`config.mk`:
```
export PLATFORM = sky130hd
export DESIGN_NAME = fb_scanout_flat
export DESIGN_NICKNAME = d
export VERILOG_FILES = /design/src/rtl/fb_pkg.sv /design/src/rtl/fb_scanout_if.sv /design/src/rtl/fb_prefetch_fifo.sv /design/src/rtl/fb_scanout.sv /design/src/flat_wrapper.sv
export SDC_FILE = /design/constraint.sdc
export NUM_CORES = 1
export LEC_CHECK = 0
export ABC_CLOCK_PERIOD_IN_PS = 3550
export BUFFER_PORTS_ARGS = -buffer_cell sky130_fd_sc_hd__buf_2
export CAP_MARGIN = 40
export CORE_MARGIN = 2
export CORE_UTILIZATION = 42
export CTS_CLUSTER_SIZE = 40
export DETAILED_ROUTE_END_ITERATION = 10
export PLACE_DENSITY_LB_ADDON = 0.08
export SLEW_MARGIN = 15
export SYNTH_ARGS = -nofsm -noshare
export SYNTH_HDL_FRONTEND = slang
export SYNTH_SLANG_ARGS = --single-unit
```
`constraint.sdc`:
```
create_clock -name Clk_100M -period 3.55 [get_ports Clk_100M]
set_clock_uncertainty 0.05 [all_clocks]
set_input_delay 0.355 -clock Clk_100M [delete_from_list [all_inputs] [get_ports Clk_100M]]
set_output_delay 0.355 -clock Clk_100M [all_outputs]
set_load 0.01 [all_outputs]
```
`src/rtl/fb_pkg.sv`:
```
// fb_pkg: shared constants, FSM state type and the iteration-to-colour map
// for the frame-buffer scan-out path.
// Build option: define FB_SCANOUT_PALETTE_EN for the false-colour palette;
// without it the map is greyscale.
package fb_pkg;

  localparam int H_ACTIVE_DEFAULT = 640;
  localparam int V_ACTIVE_DEFAULT = 480;
  localparam int FB_WORDS         = 307200;
  localparam int MAX_ITER         = 127;
  localparam int ADDR_W           = 19;
  localparam int ITER_W           = 7;

  localparam logic [11:0] UNDERFLOW_COLOUR = 12'hF0F;

  typedef enum logic [1:0] {
    WAIT_VB = 2'd0,
    FLUSH   = 2'd1,
    RUN     = 2'd2
  } state_e;

  // Points inside the set are always black; everything else goes through
  // the build-selected ramp.
  function automatic logic [11:0] map_colour(input logic [ITER_W-1:0] i);
    if (i == ITER_W'(MAX_ITER)) begin
      return 12'h000;
    end
`ifdef FB_SCANOUT_PALETTE_EN
    return {i[2:0], 1'b1, i[6:3], ~i[5:2]};
`else
    return {i[6:3], i[6:3], i[6:3]};
`endif
  endfunction

endpackage

```
`src/rtl/fb_scanout_if.sv`:
```
// fb_scanout_if: frame-buffer RAM read port. The scan-out reader is the
// master (drives request and address), the RAM is the slave (returns data
// a fixed number of clocks after each request).
interface fb_scanout_if;
  import fb_pkg::*;

  logic              rd_en;
  logic [ADDR_W-1:0] rd_addr;
  logic [ITER_W-1:0] rd_data;

  modport master (
    output rd_en,
    output rd_addr,
    input  rd_data
  );

  modport slave (
    input  rd_en,
    input  rd_addr,
    output rd_data
  );

endinterface

```
`src/rtl/fb_prefetch_fifo.sv`:
```
// fb_prefetch_fifo: small first-word-fall-through FIFO holding prefetched
// iteration counts. DEPTH must be a power of two so the pointers wrap on
// their own. flush_i empties it in one clock; storage is never reset.
module fb_prefetch_fifo #(
  parameter int DEPTH = 4,
  parameter int W     = 7
) (
  input  logic                   clk,
  input  logic                   rst,
  input  logic                   flush_i,
  input  logic                   push_i,
  input  logic [W-1:0]           din_i,
  input  logic                   pop_i,
  output logic [W-1:0]           dout_o,
  output logic [$clog2(DEPTH):0] count_o,
  output logic                   empty_o
);

  localparam int PTR_W = $clog2(DEPTH);
  localparam int CNT_W = PTR_W + 1;

  logic [W-1:0]     mem_q [DEPTH];
  logic [PTR_W-1:0] wr_ptr_q;
  logic [PTR_W-1:0] rd_ptr_q;
  logic [CNT_W-1:0] count_q;
  logic             do_push;
  logic             do_pop;

  // A pop on empty is ignored; a push on full is accepted only if a pop
  // frees the slot in the same clock.
  assign do_pop  = pop_i && (count_q != '0);
  assign do_push = push_i && ((count_q != CNT_W'(DEPTH)) || do_pop);

  // Data storage: written on accepted pushes only, no reset.
  always_ff @(posedge clk) begin
    if (do_push) begin
      mem_q[wr_ptr_q] <= din_i;
    end
  end

  // Pointers and occupancy; push+pop together leave the count unchanged.
  always_ff @(posedge clk) begin
    if (rst || flush_i) begin
      wr_ptr_q <= '0;
      rd_ptr_q <= '0;
      count_q  <= '0;
    end else begin
      if (do_push) begin
        wr_ptr_q <= wr_ptr_q + PTR_W'(1);
      end
      if (do_pop) begin
        rd_ptr_q <= rd_ptr_q + PTR_W'(1);
      end
      case ({do_push, do_pop})
        2'b10:   count_q <= count_q + CNT_W'(1);
        2'b01:   count_q <= count_q - CNT_W'(1);
        default: count_q <= count_q;
      endcase
    end
  end

  assign dout_o  = mem_q[rd_ptr_q];
  assign count_o = count_q;
  assign empty_o = (count_q == '0);

endmodule

```
`src/rtl/fb_scanout.sv`:
```
// fb_scanout: raster-order frame-buffer reader. Prefetches iteration counts
// into a small FIFO during blanking and pops one per active pixel strobe,
// mapping it to 12-bit RGB. Restarts from address 0 at every vblank entry.
// Build option: FB_SCANOUT_PALETTE_EN selects the palette map in fb_pkg.
module fb_scanout
  import fb_pkg::*;
#(
  parameter int H_ACTIVE = H_ACTIVE_DEFAULT,
  parameter int V_ACTIVE = V_ACTIVE_DEFAULT,
  parameter int DEPTH    = 4,
  parameter int RD_LAT   = 1
) (
  input  logic         Clk_100M,
  input  logic         reset,
  fb_scanout_if.master ram,
  input  logic         p_tick,
  input  logic         video_on,
  input  logic [9:0]   pixel_y,
  output logic [11:0]  colour,
  output logic         underflow
);

  localparam int                CNT_W = $clog2(DEPTH) + 1;
  localparam logic [ADDR_W-1:0] WORDS = ADDR_W'(H_ACTIVE * V_ACTIVE);

  state_e            state_q;
  logic [ADDR_W-1:0] rd_addr_q;
  logic [RD_LAT-1:0] vld_q;
  logic [RD_LAT-1:0] vld_d;
  logic              vb_q;
  logic [11:0]       colour_q;
  logic              underflow_q;

  logic              vblank;
  logic              issue;
  logic              push;
  logic              pop;
  logic              flush;
  logic [CNT_W-1:0]  inflight;
  logic [CNT_W:0]    occupancy;
  logic [CNT_W-1:0]  fifo_count;
  logic [ITER_W-1:0] fifo_dout;
  logic              fifo_empty;

  // vblank holds for a whole line; the FSM acts on its first clock only
  // while streaming, so one frame gets exactly one FLUSH.
  assign vblank = !video_on && (pixel_y == 10'(V_ACTIVE));
  assign flush  = (state_q == FLUSH);

  // Reads still in the RAM pipe are counted against FIFO space so that a
  // return can never find the FIFO full.
  always_comb begin
    inflight = '0;
    for (int k = 0; k < RD_LAT; k++) begin
      inflight = inflight + CNT_W'(vld_q[k]);
    end
  end

  assign occupancy = {1'b0, fifo_count} + {1'b0, inflight};
  assign issue     = (state_q == RUN) && (occupancy < (CNT_W + 1)'(DEPTH)) &&
                     (rd_addr_q < WORDS);
  assign push      = (state_q == RUN) && vld_q[RD_LAT-1];
  assign pop       = (state_q == RUN) && p_tick && video_on;

  // Valid pipe shifts one stage per clock; its tail marks a RAM return.
  always_comb begin
    vld_d    = vld_q << 1;
    vld_d[0] = issue;
  end

  fb_prefetch_fifo #(
    .DEPTH (DEPTH),
    .W     (ITER_W)
  ) u_fifo (
    .clk     (Clk_100M),
    .rst     (reset),
    .flush_i (flush),
    .push_i  (push),
    .din_i   (ram.rd_data),
    .pop_i   (pop),
    .dout_o  (fifo_dout),
    .count_o (fifo_count),
    .empty_o (fifo_empty)
  );

  // Scan-out FSM with registered colour, address counter and sticky flag.
  always_ff @(posedge Clk_100M) begin
    if (reset) begin
      state_q     <= WAIT_VB;
      rd_addr_q   <= '0;
      vld_q       <= '0;
      vb_q        <= 1'b0;
      colour_q    <= 12'h000;
      underflow_q <= 1'b0;
    end else begin
      vb_q  <= vblank;
      vld_q <= vld_d;
      case (state_q)
        WAIT_VB: begin
          if (p_tick) begin
            colour_q <= 12'h000;
          end
          if (vblank) begin
            state_q <= FLUSH;
          end
        end
        FLUSH: begin
          rd_addr_q <= '0;
          vld_q     <= '0;
          state_q   <= RUN;
          if (p_tick) begin
            colour_q <= 12'h000;
          end
        end
        RUN: begin
          if (issue) begin
            rd_addr_q <= rd_addr_q + ADDR_W'(1);
          end
          if (p_tick) begin
            if (!video_on) begin
              colour_q <= 12'h000;
            end else if (fifo_empty) begin
              colour_q    <= UNDERFLOW_COLOUR;
              underflow_q <= 1'b1;
            end else begin
              colour_q <= map_colour(fifo_dout);
            end
          end
          if (vblank && !vb_q) begin
            state_q <= FLUSH;
          end
        end
        default: state_q <= WAIT_VB;
      endcase
    end
  end

  assign ram.rd_en   = issue;
  assign ram.rd_addr = rd_addr_q;
  assign colour      = colour_q;
  assign underflow   = underflow_q;

endmodule

```
`src/flat_wrapper.sv`:
```
// flat-port wrapper written by rule: the top's interface ports become plain ports
module fb_scanout_flat import fb_pkg::*;
#(
  parameter int H_ACTIVE = H_ACTIVE_DEFAULT,
  parameter int V_ACTIVE = V_ACTIVE_DEFAULT,
  parameter int DEPTH    = 4,
  parameter int RD_LAT   = 1
)
  (Clk_100M, reset, p_tick, video_on, pixel_y, colour, underflow, ram_rd_en, ram_rd_addr, ram_rd_data);
  fb_scanout_if ram_i ();
  input  logic Clk_100M;
  input  logic reset;
  input  logic p_tick;
  input  logic video_on;
  input  logic [9:0] pixel_y;
  output logic [11:0] colour;
  output logic underflow;
  output wire logic [$bits(ram_i.rd_en)-1:0] ram_rd_en;
  output wire logic [$bits(ram_i.rd_addr)-1:0] ram_rd_addr;
  input wire logic [$bits(ram_i.rd_data)-1:0] ram_rd_data;
  assign ram_rd_en = ram_i.rd_en;
  assign ram_rd_addr = ram_i.rd_addr;
  assign ram_i.rd_data = ram_rd_data;
  fb_scanout #(.H_ACTIVE(H_ACTIVE), .V_ACTIVE(V_ACTIVE), .DEPTH(DEPTH), .RD_LAT(RD_LAT)) u_core (.Clk_100M(Clk_100M), .reset(reset), .ram(ram_i), .p_tick(p_tick), .video_on(video_on), .pixel_y(pixel_y), .colour(colour), .underflow(underflow));
endmodule
```
# Word-level counts from Yosys, hierarchy flattened
# Memories as Yosys holds them, arrays and structs flattened. A register that Yosys moved wholly into a read port is not among the register bits.
# Index checks and enable logic that the tools add are counted.
totals:
  reg_bits: 43
  mem_bits_rw: 28
  inputBits: 21
  output_inout_bits: 33
  word_cells: 78
  memories: 1
op_classes:
  n_addsub: 6
  order_cmp: 2
  n_eq_ne: 12
  muxes: 23
  n_reduce_logical: 25
mem_list:
  columns: ["memory", "words", "width", "rd", "rd_ports_with_merged_regs", "write_ports", "line", "text"]
  rows:
  - ["u_core.u_fifo.mem_q", 4, 7, 1, 1, 1, "fb_prefetch_fifo.sv:22", "logic [W-1:0] mem_q [DEPTH];"]
ops:
  columns: ["operator", "count"]
  rows:
  - ["$mux W12", 6]
  - ["$pmux W19 S2", 1]
  - ["$pmux W12 S2", 1]
  - ["$add A19 B1 Y19 const B", 1]
  - ["$lt A19 B19 Y1 const B", 1]
  - ["$mux W19", 1]
  - ["$eq A10 B9 Y1 const B", 1]
  - ["$logic_and A1 B1 Y1", 9]
  - ["$mux W1", 8]
  - ["$mux W2", 4]
  - ["$eq A7 B7 Y1 const B", 1]
  - ["$ne A2 B2 Y1 const B", 3]
  - ["$pmux W2 S3", 1]
  - ["$pmux W3 S2", 1]
  - ["$reduce_bool A2 Y1", 3]
  - ["$add A2 B1 Y2 const B", 2]
  - ["$add A3 B1 Y4", 1]
  - ["$eq A2 B1 Y1 const B", 2]
  - ["$eq A2 B2 Y1 const B", 2]
  - ["$lt A4 B3 Y1 const B", 1]
  - ["$ne A2 B1 Y1 const B", 2]
  - ["$reduce_and A2 Y1", 2]
  - ["$reduce_and A4 Y1", 1]
  - ["$reduce_or A2 Y1", 2]
  - ["other kinds (9)", 11]

# Depth between registers and ports, before layout
# Gate-level depths: netlist of the first run.
logic_depth:
  depth_word: 12
  ltp_mapped: 9
  ltp_nobuf: 8

# Cells and area by module
# Synthesis of the first run repeated with hierarchy kept, for this count alone.
hier_totals:
  cells_unflattened: 274
  area_unflattened_um2: 3130.5
modules_own_cells:
  columns: ["module", "n_inst", "cells_per_inst", "area_per_inst_um2", "seq_area_each_um2"]
  rows:
  - ["fb_prefetch_fifo", 1, 94, 1567.8, 1021.0]
  - ["fb_scanout", 1, 180, 1562.7, 640.6]

# Worst setup path after synthesis of the first run
# Ideal clock, no wire load.
synth_timing:
  path_type: "register to register"
  from: "reg u_core.u_fifo.count_q[2] (netlist: u_core.u_fifo.count_o[2])"
  to: "reg u_core.u_fifo.count_q[1] (netlist: u_core.u_fifo.count_o[1])"
  setup_ns: 0.095
  arrival_time_ns: 1.932
  required_time_ns: 3.405
  setup_slack_ns: 1.472
  path_stages_with_launch: 8
  path_buffers: 0
  period_less_slack_ns: 2.078
  cell_sequence: "dfxtp_1 > or3_1 > and2_1 > nand2_1 > fa_1 > a21oi_1 > o211ai_1 > a221oi_1"
synth_via:
  elab_chain_cells: 6
synth_lines:
  columns: ["element", "line", "text"]
  rows:
  - ["start: declaration", "fb_prefetch_fifo.sv:25", "logic [CNT_W-1:0] count_q;"]
  - ["start signal: assignment", "fb_prefetch_fifo.sv:55", "2'b10: count_q <= count_q + CNT_W'(1);"]
  - ["start signal: assignment", "fb_prefetch_fifo.sv:56", "2'b01: count_q <= count_q - CNT_W'(1);"]
  - ["start signal: assignment", "fb_prefetch_fifo.sv:57", "default: count_q <= count_q;"]
  - ["$reduce_bool A3 Y1", "fb_prefetch_fifo.sv:31", "assign do_pop = pop_i && (count_q != '0);"]
  - ["$logic_and A1 B1 Y1", "fb_prefetch_fifo.sv:31", null]
  - ["$logic_or A1 B1 Y1", "fb_prefetch_fifo.sv:32", "assign do_push = push_i && ((count_q != CNT_W'(DEPTH)) || do_pop);"]
  - ["$logic_and A1 B1 Y1", "fb_prefetch_fifo.sv:32", null]
  - ["$eq A2 B1 Y1 or $eq A2 B2 Y1 (tied branches)", "fb_prefetch_fifo.sv:54", "case ({do_push, do_pop})"]
  - ["$pmux W3 S2 or $reduce_bool A2 Y1 (tied branches)", null, null]
# Parallel ways exist; a longest one is shown, timed or not.
# A chain may end at the register's enable or synchronous reset.

# Worst setup path in the final report of the first run
layout_timing:
  from: "reg u_core.rd_addr_q[15] (netlist: u_core.ram.rd_addr[15])"
  to: "out ram_rd_en"
layout_via:
  elab_chain_cells: 2
layout_lines:
  columns: ["element", "line", "text"]
  rows:
  - ["start: declaration", "fb_scanout.sv:27", "logic [ADDR_W-1:0] rd_addr_q;"]
  - ["start signal: assignment", "fb_scanout.sv:117", "rd_addr_q <= rd_addr_q + ADDR_W'(1);"]
  - ["$lt A19 B19 Y1", "fb_scanout.sv:61", "(rd_addr_q < WORDS);"]
  - ["$logic_and A1 B1 Y1", "fb_scanout.sv:60", "assign issue = (state_q == RUN) && (occupancy < (CNT_W + 1)'(DEPTH)) &&"]
  - ["end: declaration", "flat_wrapper.sv:18", "output wire logic [$bits(ram_i.rd_en)-1:0] ram_rd_en;"]
# No other way between the ends.

==> metrics.md, run 1 <==
| Metric | Value |
|---|---|
| DRC viols | `0` |
| Setup Buffers After CTS | `0` |
| Seq/Total Area, Yosys | `0.542` |
| WHS Endpoint | `u_core.u_fifo.mem_q[2][6]` |
| RSZ-0062 raised after global routing | `false` |
| CTS max path bufs | `2` |
| CP Launch Type | `flop` |
| Required time of the critical path | `3.14 ns` |
| Min Hold Slack | `0.183 ns` |
| Synthesized area | `3060 µm²` |
| Global route overflow | `0` |
| CORE AREA | `7180 µm²` |
| Commonest cells after routing, fill and taps aside | `53 x buf_2, 41 x dfxtp_1, 28 x edfxtp_1` |
| Share of layout cells above drive strength 1 | `0.242` |
| R2r startpoint | `u_core.state_q[1]` |
| Drt first pass iters | `4` |
| Initial core utilization | `0.427` |
| Synth async-reset ratio | `0` |
| Cell Chain, Critical Path | `a211oi_1, a21oi_1, nor3_1, buf_2` |
| Syn Area/Cell | `10.6 µm²` |
| GPL Wtd Cong | `0.759` |
| Vias in the first global route | `2016` |
| Chip Width | `89.4 µm` |
| Post-cts sizing count | `0` |
| R2r worst-path depth | `3` |
| Crit Path Category | `flop to output port` |
| Yosys reg bits | `69` |
| Max incr delay on CP | `0.49 ns` |
| H-tree depth | `3` |
| Routed Antenna Nets | `0` |
| Reg clk slew, reported paths | `0.08 ns` |
| Row cnt | `31` |
| CTS buffer count | `9` |
| Number of port buffers | `53` |
| Leading cell type in the layout, fill and taps excluded | `buf_2` |
| Detailed-route via count | `2296` |
| Slowest CP cell | `a211oi_1` |
| Final nets | `369` |
| Min-delay src | `ram_rd_data[6]` |
| Net Count, Synth | `317` |
| Static Leakage | `1.31 nW` |
| Setup Total Neg Slack | `0 ns` |
| Worst flop-to-flop path endpoint | `u_core.u_fifo.mem_q[0][6]` |
| Post-place setup slack | `1.16 ns` |
| Maxcap violations | `0` |
| Largest net degree at the start of global routing | `20` |
| Maximum fanout along the worst path | `8` |
| Slew headroom | `0.514` |
| Die ar. | `8000 µm²` |
| Sink Count | `69` |
| Diode count | `0` |
| Hold Path Stages | `1` |
| Pins Over Slew Limit | `0` |
| Final hold violation count | `0` |
| DR iter-0 viols | `83` |
| Yosys warnings | `0` |
| Hpwl dp | `4.54 mm` |
| Post-synth EDFFs | `28` |
| Final setup fails | `0` |
| Vias per inst | `5.15` |
| Synth cell types | `45` |
| Initial antenna violation count | `0` |
| Die Y | `89.4 µm` |
| Setup ws final | `1.10 ns` |
| I/O pin total | `54` |
| CTS tree | `yes` |
| Max Fclk | `408 MHz` |
| CTS Hold Buffers Added | `0` |
| Final Cycle Share | `0.690` |
| Routed len/inst | `13.9 µm` |
| Hold Crit Class | `input pin to flop` |
| R2R Setup Slk | `1.17 ns` |
| Top_reg_cell synth | `dfxtp_1` |
| Global-route wire length before repair | `9.98 mm` |
| Total track usage | `0.167` |
| Status | `complete, no violations` |
| Fin crit period | `2.45 ns` |
| Clock Latency Late Sink | `0.34 ns` |
| Fillcell total | `652` |
| Critical path capture point type | `output port` |
| Clock root buffer | `clkbuf_8` |
| PD cells | `422 nW/µm²` |
| Final Routed Wirelength | `6.22 mm` |
| CP arrival | `2.05 ns` |
| VDD IR-drop max | `0.227 mV` |
| Least-Margin Pin Slew | `0.720 ns` |
| Layout area overhead | `17.5%` |
| Mapped Cells | `290` |
[synth_stat cells, types with 4 or more instances]
cell	number	area, µm²
mux4_2	4	90.1
and3_1	5	31.3
clkbuf_1	8	30.0
dfxtp_1	41	821
o211ai_1	4	30.0
xnor2_1	9	78.8
nand2_1	25	93.8
edfxtp_1	28	841
nand4_1	10	62.6
ha_1	5	62.6
a31o_2	4	35.0
buf_4	5	37.5
a21oi_1	23	115
or3_1	4	25.0
nor3_1	7	35.0
o21ai_0	11	55.1
nand3_1	10	50.1
inv_1	10	37.5
nor2_1	24	90.1
o31ai_1	6	45.0
or4_1	5	37.5
and2_1	6	37.5
[layer usage]
layer	vias up	wire length (µm)	track usage
met5	-	0	0
met4	0	65	0.0651
met2	44	2840	0.242
met1	1074	3100	0.239
met3	6	220	0.0452
li1	1172	-	-
[worst max-delay path by stage]
| stage | startpoint | cells after the start | to | slack (ns) |
|---|---|---|---|---|
| after floorplan | u_core.u_fifo.count_o[2] | 7 | u_core.u_fifo.count_o[1] | 1.47 |
| after global placement | p_tick | 4 | u_core.u_fifo.mem_q[0][4] | 1.16 |
| after detailed placement | p_tick | 4 | u_core.u_fifo.mem_q[2][4] | 1.16 |
| after CTS | u_core.ram.rd_addr[15] | 4 | ram_rd_en | 1.11 |
| after global routing | u_core.ram.rd_addr[15] | 4 | ram_rd_en | 0.91 |
| final | u_core.ram.rd_addr[15] | 4 | ram_rd_en | 1.10 |
[stage by stage]
stage	instance area, µm²	total power [W]	std cells	util
floorplan	3060	0.000850	290	-
global placement	3390	0.000868	430	0.473
detailed placement	3390	0.000868	430	0.473
finish	3600	0.00152	446	0.502
CTS	3600	0.00153	446	0.502
global route	3600	0.00158	446	0.502
[sequential cells by signal, summed over array words and instances (netlist names), named ones only]
name                    flops
u_core.vb_q                 1
u_core.u_fifo.mem_q        28
u_core.ram.rd_addr         19
u_core.vld_q                1
u_core.u_fifo.rd_ptr_q      2
u_core.underflow            1
u_core.colour               8
u_core.state_q              2
u_core.u_fifo.wr_ptr_q      2
u_core.u_fifo.count_o       3
[worst max-delay path, delay by kind of cell (launching register included)]
kind / cells / cell delay, ns
flops: 1 / 0.38
simple gates: 1 / 0.43
buf+inv: 1 / 0.21
compound gates: 2 / 0.68
[kinds of logic after synthesis]
group,Yosys count,share of synthesized area
adder cells (fa/ha/maj),6,0.0270
flip-flops,69,0.542
XOR/XNOR,12,0.0343
AO/OA/AOI/OAI,59,0.124
multiplexers,5,0.0327
buffers and inverters,23,0.0343
AND/OR/NAND/NOR,116,0.205
[cell type report]
cell class | instances | area [µm²] | area share
Timing Repair Buffer | 54 | 273 | 0.0758
Sequential cell | 69 | 1660 | 0.462
Clock buffer | 9 | 124 | 0.0344
Inverter | 10 | 37.5 | 0.0104
Multi-Input combinational cell | 198 | 1300 | 0.360
Clock inverter | 7 | 82.6 | 0.0229
Tap cell | 99 | 124 | 0.0344
[power by group]
part	internal [W]	leakage [nW]	switching, W
clock	0.000335	0.0984	0.000333
sequential	0.000822	0.582	0.0000000316
combinational	0.0000100	0.627	0.0000169
Note: power is estimated with default switching activity, not from simulation.
==> inputs of run 2 (changes only) <==
- ABC_CLOCK_PERIOD_IN_PS: 3550 -> 2500
- clock period: 3.55 -> 2.5 ns (I/O delays scaled with it)
==> run 2 against run 1 <==
Combinational power is 40% higher. Clock power is 35% higher. Via count is 2.3% higher. First-iteration DRC count is 29% higher. Hold slack worse by 0.14 ns. Sequential power is 42% higher. Total power is 39% higher. Critical endpoint unchanged.
==> metrics.md, run 2 (synthesis results as in run 1) <==
| Metric | Value |
|---|---|
| Largest register by flop count | `u_core.u_fifo.mem_q` |
| Drt first pass iters | `5` |
| Commonest cells after routing, fill and taps aside | `53 x buf_2, 40 x dfxtp_1, 28 x edfxtp_1` |
| Combinational cell fraction of total power | `0.018` |
| Row cnt | `31` |
| Final Cycle Share | `0.914` |
| CTS buffer count | `9` |
| Clock root buffer | `clkbuf_8` |
| Setup Buffers After CTS | `0` |
| Slew headroom | `0.625` |
| Final setup fails | `0` |
| Initial core utilization | `0.427` |
| Clock Latency Late Sink | `0.36 ns` |
| Fin crit period | `2.28 ns` |
| Chip Width | `89.4 µm` |
| CP arrival | `1.98 ns` |
| Global route overflow | `0` |
| Min-delay src | `ram_rd_data[2]` |
| Fillcell total | `675` |
| Largest net degree at the start of global routing | `18` |
| CP Launch Type | `flop` |
| Slowest CP cell | `a211oi_1` |
| Layout area overhead | `17.9%` |
| Post-cts sizing count | `0` |
| Total track usage | `0.177` |
| Routed len/inst | `14.4 µm` |
| CORE AREA | `7180 µm²` |
| Post-layout util | `0.504` |
| Diode count | `0` |
| Final nets | `372` |
| Final Routed Wirelength | `6.45 mm` |
| Vias in the first global route | `2122` |
| Die Y | `89.4 µm` |
| Int Pwr | `0.00158 W` |
| Clock power frac | `0.429` |
| Least-Margin Pin Slew | `0.563 ns` |
| Placed instance area | `3420 µm²` |
| DRC viols | `0` |
| PD cells | `584 nW/µm²` |
| Required time of the critical path | `2.20 ns` |
| Final hold violation count | `0` |
| Flop pwr share | `0.553` |
| VDD IR-drop max | `0.462 mV` |
| Design Area, Final | `3610 µm²` |
| CTS tree | `yes` |
| Critical path capture point type | `output port` |
| CTS Hold Buffers Added | `0` |
| Leading cell type in the layout, fill and taps excluded | `buf_2` |
| Number of port buffers | `53` |
| DR iter-0 viols | `107` |
| Pins Over Slew Limit | `0` |
| Static Leakage | `1.33 nW` |
| Maximum fanout along the worst path | `5` |
| Detailed-route via count | `2348` |
| Share of layout cells above drive strength 1 | `0.254` |
| I/O pin total | `54` |
| Sw power | `0.000531 W` |
| H-tree depth | `3` |
| Sink Count | `69` |
| Vias per inst | `5.23` |
| Maxcap violations | `0` |
| Status | `complete, no violations` |
| Sw frac | `0.252` |
| Largest register FFs | `28` |
| Min Hold Slack | `0.0474 ns` |
| Crit-path leading delay family | `compound AO/OA/AOI/OAI gates` |
| Hold Crit Class | `input pin to flop` |
| Cell Chain, Critical Path | `a211oi_1, a21oi_1, nor3_1, buf_2` |
| Worst Path Buf+Inv | `1` |
| Hpwl dp | `4.57 mm` |
| Routed Antenna Nets | `0` |
| CP startpoint | `u_core.ram.rd_addr[14]` |
| R2r startpoint | `u_core.u_fifo.count_o[2]` |
| Initial antenna violation count | `0` |
| GPL Wtd Cong | `0.780` |
| Crit Path Category | `flop to output port` |
| Reg clk slew, reported paths | `0.09 ns` |
| Global-route wire length before repair | `10.5 mm` |
| Max Fclk | `438 MHz` |
| CTS max path bufs | `2` |
| Max incr delay on CP | `0.48 ns` |
| Die ar. | `8000 µm²` |
==> run 2: cell count changes in the layout (fill, tap and decap cells not counted), sizes merged <==
| cell | before | now |
|---|---|---|
| inv | 13 | 17 |
| buf | 54 | 57 |
| clkinvlp | 2 | 0 |
| bufinv | 1 | 0 |
| clkinv | 1 | 0 |
==> run 2: worst paths after layout <==
| check | slack (ns) | end | depth (start not counted) |
|---|---|---|---|
| max | 0.22 | ram_rd_en | 4 |
| min | 0.05 | u_core.u_fifo.mem_q[3][2] | 1 |
| max reg2reg | 0.24 | u_core.u_fifo.count_o[1] | 7 |
| min reg2reg | 0.41 | u_core.colour[4] | 2 |
==> run 2: worst register-to-register path: stages (launching register included) <==
cell,delay (ns)
dfxtp_1,0.37
or3_1,0.45
and2_1,0.23
nand2_1,0.11
fa_1,0.43
a21oi_1,0.13
o211ai_1,0.11
a221oi_1,0.30
==> run 2: power by group through the flow <==
stage	clock network (W)	logic, W	registers [W]
2_1_floorplan	0	0.0000122	0.00119
6_report	0.000905	0.0000376	0.00117
4_1_cts	0.000936	0.0000383	0.00117
3_5_place_dp	0	0.0000382	0.00119
5_1_grt	0.000988	0.0000426	0.00117
3_3_place_gp	0	0.0000379	0.00119
==> run 2: cell type report <==
type	instances	area, µm²	area share
multi-input cells	198	1300	0.359
flip-flops and latches	69	1660	0.460
clock buffers	9	124	0.0343
inverters	10	37.5	0.0104
well taps	99	124	0.0343
clock inverters	7	71.3	0.0197
repair buffers	57	295	0.0817
==> run 2: metrics by stage <==
stage / setup TNS (ns) / setup WS (ns) / power [W] / cells
after floorplan: 0 / 0.422 / 0.00121 / 290
after detailed placement: 0 / 0.208 / 0.00123 / 433
after global routing: -0.00572 / -0.00572 / 0.00220 / 449
after CTS: 0 / 0.174 / 0.00214 / 449
after global placement: 0 / 0.306 / 0.00123 / 433
final: 0 / 0.215 / 0.00211 / 449
==> run 2: routing by layer <==
metal	track usage	up-vias	share of wire
li1	-	1182	-
met5	0	-	0
met3	0.0591	7	0.042
met2	0.277	56	0.47
met4	0.0651	0	0.011
met1	0.231	1103	0.48
